### src/rtl/fft_pkg.sv
// Shared constants, types and index helpers for the 32-point SDF FFT datapath.
package fft_pkg;

    localparam int N     = 32;
    localparam int LOG2N = 5;
    localparam int DW    = 19;

    // Widest index the generic bit reversal helper handles.
    localparam int REV_W = 16;

    // Signed sample type shared with the butterfly stages.
    typedef logic signed [DW-1:0] sample_t;

    // Read-side FSM states of the reorder buffer.
    typedef enum logic [0:0] {
        R_IDLE  = 1'b0,
        R_DRAIN = 1'b1
    } rd_state_e;

    // Reverse the low w bits of a; bits above w come back as zero.
    function automatic logic [REV_W-1:0] bitrev_w(input logic [REV_W-1:0] a, input int w);
        logic [REV_W-1:0] r;
        for (int b = 0; b < REV_W; b++) begin
            r[b] = a[REV_W-1-b];
        end
        return r >> (REV_W - w);
    endfunction

    // Reverse a LOG2N-bit frame index, e.g. 5'b00001 -> 5'b10000.
    function automatic logic [LOG2N-1:0] bitrev(input logic [LOG2N-1:0] a);
        return LOG2N'(bitrev_w(REV_W'(a), LOG2N));
    endfunction

endpackage

### src/rtl/fft_reorder_buf_if.sv
// Sample stream bundle around the reorder buffer: bit-reversed samples in,
// natural-order samples with index and frame markers out.
interface fft_reorder_buf_if #(
    parameter int LOG2N = fft_pkg::LOG2N,
    parameter int DW    = fft_pkg::DW
);
    logic                    valid_i;
    logic signed [DW-1:0]    in_r;
    logic signed [DW-1:0]    in_i;
    logic                    valid_o;
    logic signed [DW-1:0]    out_r;
    logic signed [DW-1:0]    out_i;
    logic [LOG2N-1:0]        idx_o;
    logic                    sop_o;
    logic                    eop_o;

    // Producer / consumer side: drives the input stream, observes the output stream.
    modport master (
        output valid_i, in_r, in_i,
        input  valid_o, out_r, out_i, idx_o, sop_o, eop_o
    );

    // Reorder buffer side.
    modport slave (
        input  valid_i, in_r, in_i,
        output valid_o, out_r, out_i, idx_o, sop_o, eop_o
    );
endinterface

### src/rtl/fft_pingpong_mem.sv
// Two-bank flop array for the reorder buffer: one synchronous write port,
// one combinational read port. Contents are deliberately not reset.
module fft_pingpong_mem #(
    parameter int N     = fft_pkg::N,
    parameter int LOG2N = fft_pkg::LOG2N,
    parameter int DW    = fft_pkg::DW
) (
    input  logic                clk,
    input  logic                we,
    input  logic                wr_bank,
    input  logic [LOG2N-1:0]    wr_addr,
    input  logic [2*DW-1:0]     wr_data,
    input  logic                rd_bank,
    input  logic [LOG2N-1:0]    rd_addr,
    output logic [2*DW-1:0]     rd_data
);

    logic [2*DW-1:0] mem_r [2][N];

    // Store one packed {real, imag} sample per enabled cycle.
    always_ff @(posedge clk) begin
        if (we) begin
            mem_r[wr_bank][wr_addr] <= wr_data;
        end
    end

    assign rd_data = mem_r[rd_bank][rd_addr];

endmodule

### src/rtl/fft_reorder_buf.sv
// Output reorder buffer for the 32-point SDF FFT: collects each frame in
// bit-reversed order into one ping-pong bank and drains it in natural order
// as a gapless burst while the next frame fills the other bank.

// Overlap guard: a frame may only complete while the read side is idle or
// emitting the final sample of the previous frame.
module fft_reorder_buf_chk (
    input logic clk,
    input logic rst,
    input logic frame_done,
    input logic in_drain,
    input logic rd_last
);
    a_no_overlap: assert property (@(posedge clk) disable iff (rst)
        frame_done |-> (!in_drain || rd_last));
endmodule

module fft_reorder_buf
    import fft_pkg::*;
#(
    parameter int N     = fft_pkg::N,
    parameter int LOG2N = fft_pkg::LOG2N,
    parameter int DW    = fft_pkg::DW
) (
    input  logic                clk,
    input  logic                rst,
    fft_reorder_buf_if.slave    bus
);

    localparam logic [LOG2N-1:0] ZERO_IDX = {LOG2N{1'b0}};
    localparam logic [LOG2N-1:0] ONE_IDX  = LOG2N'(32'd1);
    localparam logic [LOG2N-1:0] LAST_IDX = LOG2N'(N - 1);

    // Write side
    logic [LOG2N-1:0]       wr_cnt_r;
    logic                   wr_bank_r;
    logic [LOG2N-1:0]       wr_addr_s;
    logic                   wr_en_s;
    logic                   frame_done_s;

    // Read side
    rd_state_e              rd_state_r;
    logic [LOG2N-1:0]       rd_cnt_r;
    logic                   rd_bank_r;
    logic                   emit_s;
    logic                   rd_bank_s;
    logic [LOG2N-1:0]       rd_addr_s;
    logic [2*DW-1:0]        rd_data_s;

    // Registered outputs
    logic                   valid_o_r;
    logic                   sop_o_r;
    logic                   eop_o_r;
    logic signed [DW-1:0]   out_r_r;
    logic signed [DW-1:0]   out_i_r;
    logic [LOG2N-1:0]       idx_o_r;

    // Write address is the bit-reversed arrival count; the last arrival closes the frame.
    always_comb begin
        wr_addr_s    = LOG2N'(bitrev_w(REV_W'(wr_cnt_r), LOG2N));
        frame_done_s = bus.valid_i && (wr_cnt_r == LAST_IDX);
        wr_en_s      = bus.valid_i && !rst;
    end

    // Read location: while draining follow the read counter; otherwise aim at
    // index 0 of the bank being completed so X[0] leaves the cycle after the last input.
    always_comb begin
        if (rd_state_r == R_DRAIN) begin
            emit_s    = 1'b1;
            rd_bank_s = rd_bank_r;
            rd_addr_s = rd_cnt_r;
        end else begin
            emit_s    = frame_done_s;
            rd_bank_s = wr_bank_r;
            rd_addr_s = ZERO_IDX;
        end
    end

    // Write counter and bank select; the counter holds through input gaps.
    always_ff @(posedge clk) begin
        if (rst) begin
            wr_cnt_r  <= ZERO_IDX;
            wr_bank_r <= 1'b0;
        end else if (frame_done_s) begin
            wr_cnt_r  <= ZERO_IDX;
            wr_bank_r <= ~wr_bank_r;
        end else if (bus.valid_i) begin
            wr_cnt_r  <= wr_cnt_r + ONE_IDX;
        end
    end

    // Read FSM with registered output stage; outputs are zero whenever not valid.
    always_ff @(posedge clk) begin
        if (rst) begin
            rd_state_r <= R_IDLE;
            rd_cnt_r   <= ZERO_IDX;
            rd_bank_r  <= 1'b0;
            valid_o_r  <= 1'b0;
            sop_o_r    <= 1'b0;
            eop_o_r    <= 1'b0;
            out_r_r    <= {DW{1'b0}};
            out_i_r    <= {DW{1'b0}};
            idx_o_r    <= ZERO_IDX;
        end else begin
            if (emit_s) begin
                valid_o_r <= 1'b1;
                out_r_r   <= rd_data_s[2*DW-1:DW];
                out_i_r   <= rd_data_s[DW-1:0];
                idx_o_r   <= rd_addr_s;
                sop_o_r   <= (rd_addr_s == ZERO_IDX);
                eop_o_r   <= (rd_addr_s == LAST_IDX);
            end else begin
                valid_o_r <= 1'b0;
                out_r_r   <= {DW{1'b0}};
                out_i_r   <= {DW{1'b0}};
                idx_o_r   <= ZERO_IDX;
                sop_o_r   <= 1'b0;
                eop_o_r   <= 1'b0;
            end

            case (rd_state_r)
                R_IDLE: begin
                    if (frame_done_s) begin
                        // X[0] is emitted on this edge, so the drain resumes at index 1.
                        rd_state_r <= R_DRAIN;
                        rd_bank_r  <= wr_bank_r;
                        rd_cnt_r   <= ONE_IDX;
                    end
                end
                R_DRAIN: begin
                    if (rd_cnt_r == LAST_IDX) begin
                        if (frame_done_s) begin
                            // Next frame completes exactly as this one ends: chain without a gap.
                            rd_bank_r <= wr_bank_r;
                            rd_cnt_r  <= ZERO_IDX;
                        end else begin
                            rd_state_r <= R_IDLE;
                            rd_cnt_r   <= ZERO_IDX;
                        end
                    end else begin
                        rd_cnt_r <= rd_cnt_r + ONE_IDX;
                    end
                end
                default: begin
                    rd_state_r <= R_IDLE;
                    rd_cnt_r   <= ZERO_IDX;
                end
            endcase
        end
    end

    fft_pingpong_mem #(
        .N     (N),
        .LOG2N (LOG2N),
        .DW    (DW)
    ) u_mem (
        .clk     (clk),
        .we      (wr_en_s),
        .wr_bank (wr_bank_r),
        .wr_addr (wr_addr_s),
        .wr_data ({bus.in_r, bus.in_i}),
        .rd_bank (rd_bank_s),
        .rd_addr (rd_addr_s),
        .rd_data (rd_data_s)
    );

    fft_reorder_buf_chk u_chk (
        .clk        (clk),
        .rst        (rst),
        .frame_done (frame_done_s),
        .in_drain   (rd_state_r == R_DRAIN),
        .rd_last    (rd_cnt_r == LAST_IDX)
    );

    assign bus.valid_o = valid_o_r;
    assign bus.out_r   = out_r_r;
    assign bus.out_i   = out_i_r;
    assign bus.idx_o   = idx_o_r;
    assign bus.sop_o   = sop_o_r;
    assign bus.eop_o   = eop_o_r;

endmodule

### src/flat_wrapper.sv
// flat-port wrapper written by rule: the top's interface ports become plain ports
module fft_reorder_buf_flat import fft_pkg::*;
#(
    parameter int N     = fft_pkg::N,
    parameter int LOG2N = fft_pkg::LOG2N,
    parameter int DW    = fft_pkg::DW
)
  (clk, rst, bus_valid_i, bus_in_r, bus_in_i, bus_valid_o, bus_out_r, bus_out_i, bus_idx_o, bus_sop_o, bus_eop_o);
  fft_reorder_buf_if #(.LOG2N(LOG2N), .DW(DW)) bus_i ();
  input  logic clk;
  input  logic rst;
  input wire logic [$bits(bus_i.valid_i)-1:0] bus_valid_i;
  input wire logic [$bits(bus_i.in_r)-1:0] bus_in_r;
  input wire logic [$bits(bus_i.in_i)-1:0] bus_in_i;
  output wire logic [$bits(bus_i.valid_o)-1:0] bus_valid_o;
  output wire logic [$bits(bus_i.out_r)-1:0] bus_out_r;
  output wire logic [$bits(bus_i.out_i)-1:0] bus_out_i;
  output wire logic [$bits(bus_i.idx_o)-1:0] bus_idx_o;
  output wire logic [$bits(bus_i.sop_o)-1:0] bus_sop_o;
  output wire logic [$bits(bus_i.eop_o)-1:0] bus_eop_o;
  assign bus_i.valid_i = bus_valid_i;
  assign bus_i.in_r = bus_in_r;
  assign bus_i.in_i = bus_in_i;
  assign bus_valid_o = bus_i.valid_o;
  assign bus_out_r = bus_i.out_r;
  assign bus_out_i = bus_i.out_i;
  assign bus_idx_o = bus_i.idx_o;
  assign bus_sop_o = bus_i.sop_o;
  assign bus_eop_o = bus_i.eop_o;
  fft_reorder_buf #(.N(N), .LOG2N(LOG2N), .DW(DW)) u_core (.clk(clk), .rst(rst), .bus(bus_i));
endmodule
### config.mk
export PLATFORM = sky130hd
export DESIGN_NAME = fft_reorder_buf_flat
export DESIGN_NICKNAME = d
export VERILOG_FILES = /design/src/rtl/fft_pkg.sv /design/src/rtl/fft_reorder_buf_if.sv /design/src/rtl/fft_pingpong_mem.sv /design/src/rtl/fft_reorder_buf.sv /design/src/flat_wrapper.sv
export SDC_FILE = /design/constraint.sdc
export NUM_CORES = 2
export LEC_CHECK = 0
export ABC_AREA = 1
export CORE_MARGIN = 8
export CORE_UTILIZATION = 30
export DETAILED_ROUTE_END_ITERATION = 7
export DONT_BUFFER_PORTS = 1
export PLACE_DENSITY_LB_ADDON = 0.05
export SYNTH_ARGS = -nofsm -noshare
export SYNTH_HDL_FRONTEND = slang
export SYNTH_SLANG_ARGS = --single-unit
export TNS_END_PERCENT = 20
### constraint.sdc
create_clock -name clk -period 5.2 [get_ports clk]
set_input_delay 1.04 -clock clk [delete_from_list [all_inputs] [get_ports clk]]
set_output_delay 1.04 -clock clk [all_outputs]
set_load 0.01 [all_outputs]
==> out/summary.txt <==
Most common cell after layout, fill and taps aside -> nand2_1
Post-CTS Setup Inserts -> 0
Worst EP required -> 5.98 ns
Area Growth Syn to Fin -> 15.2%
Initial antenna violation count -> 17
Most frequent CP cell -> nand2_1
Worst Tran Pin Value -> 1.22 ns
Maxcap violations -> 0
Hold-fix buffers, CTS -> 0
Post-synth cell types -> 31
DRC Markers -> 0
Chip Width -> 612 microns
Post-synthesis sequential area ratio -> 69.7%
RSZ-0062 raised after global routing -> no
GPL Wtd Cong -> 0.758
Clk pin slew, worst setup/hold paths -> 0.07 ns
Slowest cell on crit path -> clkinv_2
GRT Total Usage -> 21.5%
First-pass GRT wire length -> 572000 microns
Worst-Skew Late Latency -> 0.94 ns
PortBufs -> 0
Arr. time, crit path -> 4.83 ns
Mapped Cells -> 10165
Final hold vios -> 0
Routed vias/inst -> 4.72
Final Net Count -> 10236
Crit path cell chain -> ha_1 -> nand2_1 -> nor2_1 -> ha_1 -> a21oi_1 -> nor2_1 -> nand2_1 -> clkinv_2 -> buf_4 -> o21ai_1 -> nand2_1
Period Utilization, post-route -> 77.9%
Post-DP HPWL -> 219000 microns
Outcome -> completed
Worst vdd ir -> 0.000235 V
Starting density of the core -> 30.1%
CTS buffer count -> 302
Vias -> 71618
Vias in the first global route -> 69429
Slew margin rel. -> 18.2%
Post-Syn Area -> 106000 sq um
Boundary Pins -> 87
DRT antenna net count -> 0
Overall routed net length -> 412000 microns
Sink Count -> 2491
Fin. max-slew vios -> 0
FF+latch count, synth -> 2491
CP max stage delay -> 0.83 ns
Commonest cells after routing, fill and taps aside -> nand2_1, edfxtp_1, inv_1, nand3_1, clkbuf_16
Setup CP Type -> flop to flop
PwrDens -> 349 nW/um^2
# setup viols final -> 0
Die ar. -> 374000 sq um
Fin Setup TNS -> 0 ns
Row cnt -> 218
CTS tree -> done
Worst setup EP type -> flop
Routed length per instance -> 27.2 microns
Net count after synthesis -> 10215
Skew final -> 0.0597 ns
Fmax achieved -> 247 MHz
Clock tree root buffer cell -> clkbuf_16
H-tree level count -> 5
GR Overflow Total -> 0
Avg Inst Size Synth -> 10.5 sq um
Tmin final -> 4.05 ns
FF-to-FF setup slack -> 1.15 ns
CTS resizes -> 0
Area of the core -> 353000 sq um
Leak Pwr -> 49.5 nW
Initial DRC count -> 6256
Layout cell share with drive strength beyond 1 -> 7.10%
Largest net degree at the start of global routing -> 133
Min-Delay Path Class -> primary input to flop
Drt first pass iters -> 5
Clock buffer depth -> 4
CP startpoint kind -> flop
Die height -> 612 microns
WHS -> 0.187 ns
Synth warnings -> 0
Crit path max fanout -> 23
layer usage:
metal / GRT usage [%] / wire length, microns
met3: 2.72 / 19500
met2: 34.9 / 190000
met4: 4.18 / 8300
met5: 0 / 12
met1: 31.0 / 195000
registers in the layout (all words and copies together), names as in the netlist, 5 cells and up:
name / cells
u_core.wr_cnt_r: 5
u_core.bus.out_r: 19
u_core.bus.out_i: 19
u_core.u_mem.mem_r: 2432
u_core.bus.idx_o: 5
u_core.rd_cnt_r: 5
path summary, 6_finish.rpt:
| kind | startpoint | end | depth (start not counted) |
|---|---|---|---|
| setup reg to reg | u_core.wr_cnt_r[1]$_SDFFE_PP0P_ | u_core.bus.out_r[13]$_SDFF_PP0_ | 11 |
| hold / removal | rst | u_core.rd_cnt_r[1]$_SDFFE_PP0P_ | 1 |
| setup / recovery | u_core.wr_cnt_r[1]$_SDFFE_PP0P_ | u_core.bus.out_r[13]$_SDFF_PP0_ | 11 |
| hold reg to reg | u_core.rd_cnt_r[4]$_SDFFE_PP0P_ | u_core.rd_cnt_r[4]$_SDFFE_PP0P_ | 2 |
synth_stat cells (all sizes together):
| master | number | area share, % |
|---|---|---|
| a211oi | 1 | 0.0071 |
| a21oi | 154 | 0.72 |
| a221oi | 1 | 0.0082 |
| a31oi | 1 | 0.0059 |
| buf | 381 | 1.8 |
| clkbuf | 135 | 0.48 |
| clkinv | 2 | 0.0082 |
| dfxtp | 59 | 1.1 |
| edfxtp | 2432 | 69 |
| ha | 9 | 0.11 |
| inv | 1784 | 6.3 |
| nand2 | 3168 | 11 |
| nand3 | 1276 | 6.0 |
| nand3b | 114 | 0.80 |
| nor2 | 344 | 1.2 |
| nor3 | 21 | 0.099 |
| nor4 | 1 | 0.0059 |
| o211ai | 66 | 0.47 |
| o21ai | 210 | 0.99 |
| o21bai | 5 | 0.035 |
| or2 | 1 | 0.0059 |
layout make-up:
type                    count  area [sq um]
repair buffers            233          2650
clock buffers             414          8350
diodes                      7          17.5
clock inverters           139          1090
inverters                1786          6730
multi-input cells        5372         23600
fillers                 35620        230000
well taps                4730          5920
flip-flops and latches   2491         74200
worst max-delay path: cells and delay by family (launching register included):
kind | cells | cell delay [ns]
AO/OA/AOI/OAI | 2 | 0.73
buffers and inverters | 2 | 1.42
adder cells (fa/ha/maj) | 2 | 0.48
AND/OR/NAND/NOR | 5 | 0.84
flip-flops | 1 | 0.35
where the power goes:
group,switching [mW],total [mW],leakage (nW),internal [mW]
Clock,8.79,20.6,4.64,11.9
Combinational,0.0972,0.134,22.6,0.0364
Sequential,0.00789,22.1,22.3,22.0
Total,8.89,42.8,49.5,33.9
through the flow:
step	total power, mW	worst slack [ns]	cells	area, sq um	utilization (%)
final	42.8	1.15	15172	123000	34.7
after global placement	22.6	1.13	14612	113000	32.1
after floorplan	22.6	0.408	10165	106000	-
after global routing	44.0	0.979	15167	123000	34.7
after CTS	43.4	1.10	15165	123000	34.7
after detailed placement	22.6	1.16	14612	113000	32.1
kinds of logic after synthesis:
group,count (synthesis),synth area share (%)
compound gates,438,2.23
fa+ha+maj,9,0.106
simple gates,4925,19.3
flops,2491,69.7
buf+inv,2302,8.59
Note: power is estimated with default switching activity, not from simulation.
